<file path="src/rtl/fetch_sequencer.sv">
// Program-counter sequencer for the fetch path: req/done start handshake,
// flag-qualified jumps, a call/return stack and a stall input.
module fetch_sequencer #(
    parameter int D         = 12,
    parameter int S         = 4,
    parameter int DONE_ADDR = 128
) (
    input  logic                     clk,
    input  logic                     reset,
    input  logic                     req,
    input  logic                     stall,
    input  logic                     reljump_en,
    input  logic                     absjump_en,
    input  logic                     call_en,
    input  logic                     ret_en,
    input  logic [1:0]               cond_sel,
    input  logic                     zero_q,
    input  logic                     pari_q,
    input  logic                     sc_q,
    input  logic [D-1:0]             target,
    output logic [D-1:0]             prog_ctr,
    output logic                     running,
    output logic                     done,
    output logic                     stack_err,
    output logic [1:0]               dbg_state,
    output logic [$clog2(S+1)-1:0]   dbg_sp
);

    localparam int SPW = $clog2(S + 1);
    localparam int IW  = (S > 1) ? $clog2(S) : 1;
    localparam logic [D-1:0]   DONE_PC = D'(DONE_ADDR);
    localparam logic [SPW-1:0] SP_FULL = SPW'(S);

    typedef enum logic [1:0] {
        ST_IDLE = 2'd0,
        ST_RUN  = 2'd1,
        ST_DONE = 2'd2
    } state_e;

    state_e           state_q, state_d;
    logic [D-1:0]     pc_q, pc_d;
    logic [SPW-1:0]   sp_q, sp_d;
    logic             err_q, err_d;
    logic [D-1:0]     stack_q [S];

    logic             push_en;
    logic [D-1:0]     pc_inc;
    logic [SPW-1:0]   sp_dec;
    logic [IW-1:0]    push_idx;
    logic [IW-1:0]    pop_idx;
    logic             cond;

    assign pc_inc   = pc_q + D'(1);
    assign sp_dec   = sp_q - SPW'(1);
    assign push_idx = sp_q[IW-1:0];
    assign pop_idx  = sp_dec[IW-1:0];

    always_comb begin
        cond = 1'b1;
        case (cond_sel)
            2'b00:   cond = 1'b1;
            2'b01:   cond = zero_q;
            2'b10:   cond = pari_q;
            default: cond = sc_q;
        endcase
    end

    // Handshake: req is a level. IDLE waits for req=1 to start; DONE holds
    // done=1 for as long as req stays high and returns to IDLE once it drops.
    always_comb begin
        state_d = state_q;
        pc_d    = pc_q;
        sp_d    = sp_q;
        err_d   = err_q;
        push_en = 1'b0;
        case (state_q)
            ST_IDLE: begin
                if (req) begin
                    state_d = ST_RUN;
                    pc_d    = '0;
                    sp_d    = '0;
                    err_d   = 1'b0;
                end
            end
            ST_RUN: begin
                if (pc_q == DONE_PC) begin
                    state_d = ST_DONE;
                end else if (!stall) begin
                    if (ret_en) begin
                        if (sp_q != '0) begin
                            pc_d = stack_q[pop_idx];
                            sp_d = sp_dec;
                        end else begin
                            err_d = 1'b1;
                            pc_d  = pc_inc;
                        end
                    end else if (call_en) begin
                        if (sp_q != SP_FULL) begin
                            push_en = 1'b1;
                            sp_d    = sp_q + SPW'(1);
                            pc_d    = target;
                        end else begin
                            err_d = 1'b1;
                            pc_d  = pc_inc;
                        end
                    end else if (absjump_en && cond) begin
                        pc_d = target;
                    end else if (reljump_en && cond) begin
                        // Two's-complement offset: plain modular add does the sign handling.
                        pc_d = pc_q + target;
                    end else begin
                        pc_d = pc_inc;
                    end
                end
            end
            ST_DONE: begin
                if (!req) begin
                    state_d = ST_IDLE;
                end
            end
            default: begin
                state_d = ST_IDLE;
            end
        endcase
    end

    always_ff @(posedge clk or posedge reset) begin
        if (reset) begin
            state_q <= ST_IDLE;
            pc_q    <= '0;
            sp_q    <= '0;
            err_q   <= 1'b0;
        end else begin
            state_q <= state_d;
            pc_q    <= pc_d;
            sp_q    <= sp_d;
            err_q   <= err_d;
        end
    end

    // Stack contents are don't-care after reset, so they carry no reset term.
    always_ff @(posedge clk) begin
        if (push_en) begin
            stack_q[push_idx] <= pc_inc;
        end
    end

    assign prog_ctr  = pc_q;
    assign running   = (state_q == ST_RUN);
    assign done      = (state_q == ST_DONE);
    assign stack_err = err_q;
    assign dbg_state = state_q;
    assign dbg_sp    = sp_q;

endmodule

</file>
<file path="config.mk">
export PLATFORM = sky130hd
export DESIGN_NAME = fetch_sequencer
export DESIGN_NICKNAME = d
export VERILOG_FILES = /design/src/rtl/fetch_sequencer.sv
export SDC_FILE = /design/constraint.sdc
export NUM_CORES = 1
export LEC_CHECK = 0
export CAP_MARGIN = 20
export CORE_MARGIN = 2
export CORE_UTILIZATION = 44
export CTS_CLUSTER_DIAMETER = 150
export DETAILED_ROUTE_END_ITERATION = 7
export HOLD_SLACK_MARGIN = 0.05
export SLEW_MARGIN = 20
export SYNTH_ARGS = -nofsm -noshare
export SYNTH_HDL_FRONTEND = slang
export SYNTH_SLANG_ARGS = --single-unit
</file>
<file path="constraint.sdc">
create_clock -name clk -period 3.67 [get_ports clk]
set_clock_uncertainty 0.1 [all_clocks]
set_input_delay 0.5505 -clock clk [delete_from_list [all_inputs] [get_ports clk]]
set_output_delay 0.5505 -clock clk [all_outputs]
set_load 0.1 [all_outputs]
</file>
==> impl_metrics.yaml <==
die:
  pin_count: 45
  dieHeight_um: 100
  start_util_pct: 44.6
  num_rows: 35
  dieArea_mm2: 0.0100
  die_x_um: 100
  fp.coreArea_mm2: 0.00911
finish:
  mostFrequentLayoutCell: "edfxtp_1"
  mostFrequentLayoutCells: "48 x edfxtp_1, 42 x clkdlybuf4s50_1, 40 x nand2_1, 33 x nor2_1"
  final_nets: 464
  diodes: 0
  syn_to_final_growth_pct: 18.6
  n_fill_cell: 854
  multi_input_area_mm2: 0.00201
  regArea_mm2: 0.00189
  design_area_mm2: 0.00482
  final_layout_size_suffix_gt1_share_pct: 11.1
timing:
  setup-violations-final: 0
  worstMarginPinSlew_ns: 0.968
  finalHoldViolations: 0
  fin_tns_setup_ns: 0
  min_period_over_period_pct: 81.6
  fin_crit_ns: 2.99
  slew_viol_final: 0
  max_freq_ghz: 0.334
  grt_setup_unrepaired: "no"
  slew_headroom_pct: 35.3
setup_path:
  end_kind: "flop"
  worstPathArrival_ns: 2.93
  cp-start-kind: "flop"
  required_ns: 3.61
  r2r_end: "stack_q[3][7]$_DFFE_PP_"
  critPathKind: "reg -> reg"
  r2r_setup_slack_ns: 0.68
  r2r_start: "prog_ctr[0]$_DFFE_PP0P_"
  r2r_cells: 8
  crit_path_max_fanout: 12
synthesis:
  ys_dominant_reg_cell: "edfxtp_1"
  synth-async-reset-ratio_pct: 27.3
  syn_inst: 379
  synth-seq-area-share_pct: 46.6
  syn_avg_cell_area_um2: 10.7
  ys_types: 60
  syn_nets: 423
  synth_enable_flop_cells: 48
  synth_area_mm2: 0.00406
  synth_seq_cells: 66
  ys_warn_count: 0
global_routing:
  grt_usage_pct: 21.0
  grt_max_degree: 23
  grt_pass1_wl_um: 16000
  antenna_found_initial: 0
  grt_overflow: 0
  grt_pass1_vias: 3053
power_and_ir_drop:
  p_total_mw: 4.41
  seqPwrFrac_pct: 27.5
  swShare_pct: 48.8
  power_density_mw_per_mm2: 915
  p_switching_mw: 2.15
  power_leakage_nw: 1.83
  p_comb_share_pct: 56.9
  p_int_mw: 2.26
  pwr-share-clk_pct: 15.6
  ir_worst_vdd_v: 0.000564
cts:
  cts_tree: "done"
  clock_latency_ns: 0.34
  cts.repair.resized: 0
  clkTransAtPathRegs_ns: 0.08
  htreeDepth: 3
  post_cts_buffers: 0
  hold_buffers: 0
  root_buffer: "clkbuf_8"
  cts.sinks: 66
  numCtsBuffers: 9
  clockBufferDepth: 2
detailed_routing:
  vias: 3154
  ant_nets: 0
  routed_wl_um: 9970
  route.detailed.drc: 0
  via_per_inst: 5.88
  drt_iter0_markers: 201
  wl_per_cell_um: 18.6
  drtPass1Iterations: 5
hold_path:
  hold_path_end: "stack_err$_DFFE_PP0P_"
  hold_class: "reg -> reg"
  hp-start: "stack_err$_DFFE_PP0P_"
  hold_depth: 2
outcome:
  outcome: "completed"
job:
  cap_violations: 0
place:
  place_area_mm2: 0.00460
  gp_congestion: 0.884
  hpwl_um: 7410
  io_buffers: 44
layout make-up:
| class | instances | share of cell area, % |
|---|---|---|
| multi-input cells | 276 | 41.8 |
| flip-flops and latches | 66 | 39.3 |
| repair buffers | 52 | 10.3 |
| well taps | 111 | 2.88 |
| clock buffers | 9 | 2.57 |
| clock inverters | 7 | 2.05 |
| inverters | 15 | 1.17 |
synth_stat cells, types with 4 or more instances:
library cell | n | area (um2)
a21oi_1 | 21 | 105
inv_1 | 15 | 56.3
a22oi_1 | 4 | 30.0
and2_1 | 4 | 25.0
dfrtp_1 | 18 | 450
ha_1 | 18 | 225
nand3_1 | 9 | 45.0
and3_1 | 6 | 37.5
o31ai_1 | 5 | 37.5
nand4_1 | 4 | 25.0
o21ai_0 | 21 | 105
clkbuf_1 | 9 | 33.8
buf_2 | 10 | 50.1
nor2b_1 | 4 | 25.0
mux4_2 | 12 | 270
o211ai_1 | 8 | 60.1
mux2i_1 | 8 | 80.1
nor3_1 | 7 | 35.0
edfxtp_1 | 48 | 1440
nand2_1 | 40 | 150
xor2_1 | 4 | 35.0
nor2_1 | 33 | 124
a21o_1 | 4 | 30.0
xnor2_1 | 14 | 123
power by group through the flow:
stage	Clock, mW	Sequential [mW]	Combinational (mW)
floorplan	0	1.77	1.36
global placement	0	1.23	2.49
detailed placement	0	1.23	2.52
CTS	0.708	1.21	2.52
global route	0.738	1.23	2.71
finish	0.690	1.21	2.51
critical path: stages (launching register included):
cell and delay, ns:
dfrtp_1 0.54, inv_1 0.17, ha_1 0.26, nor4bb_1 0.14, nand3_1 0.19, a21oi_2 0.09, nor3_1 0.69, and3_1 0.27
buf_4 0.23
registers in the layout (all words and copies together), names as in the netlist:
signal and count:
prog_ctr 12, stack_q 48, dbg_state 2, stack_err 1
dbg_sp 3
logic make-up (layout without fill, tap and decap cells):
logic type / Yosys count / after routing / share of synthesized area (%)
muxes: 23 / 23 / 9.46
adders and majority gates: 19 / 19 / 6.04
AOI/OAI and AO/OA: 90 / 90 / 14.7
and+or+nand+nor: 124 / 124 / 14.7
xor gates and xnor gates: 20 / 20 / 4.68
DFF: 66 / 66 / 46.6
buffers and inverters: 37 / 83 / 3.85
layer usage:
layer	vias up	track usage, %	routed length (um)
li1	1504	-	-
met2	86	34.8	4920
met5	-	0	0
met1	1554	28.1	4520
met3	10	4.60	439
met4	0	5.58	98
metrics by stage:
| stage | std cells | utilization (%) | hold slack, ns | setup WS (ns) |
|---|---|---|---|---|
| 6_report | 536 | 52.9 | 0.426 | 0.675 |
| 5_1_grt | 536 | 52.9 | 0.498 | 0.562 |
| 4_1_cts | 536 | 52.9 | 0.439 | 0.751 |
| 3_5_place_dp | 520 | 50.5 | 0.421 | 0.513 |
| 3_3_place_gp | 520 | 50.5 | 0.400 | 0.518 |
| 2_1_floorplan | 379 | - | 0.389 | 0.229 |
how the worst max path moves through the flow:
| stage | endpoint | from |
|---|---|---|
| after detailed placement | stack_q[2][3]$_DFFE_PP_ | req |
| after global routing | stack_q[3][7]$_DFFE_PP_ | prog_ctr[0]$_DFFE_PP0P_ |
| final | stack_q[3][7]$_DFFE_PP_ | prog_ctr[0]$_DFFE_PP0P_ |
| after global placement | stack_q[0][1]$_DFFE_PP_ | req |
| after CTS | stack_q[0][8]$_DFFE_PP_ | prog_ctr[0]$_DFFE_PP0P_ |
| after floorplan | prog_ctr[10]$_DFFE_PP0P_ | dbg_sp[0]$_DFFE_PP0P_ |
No activity file was read; power rests on OpenSTA's default activity.
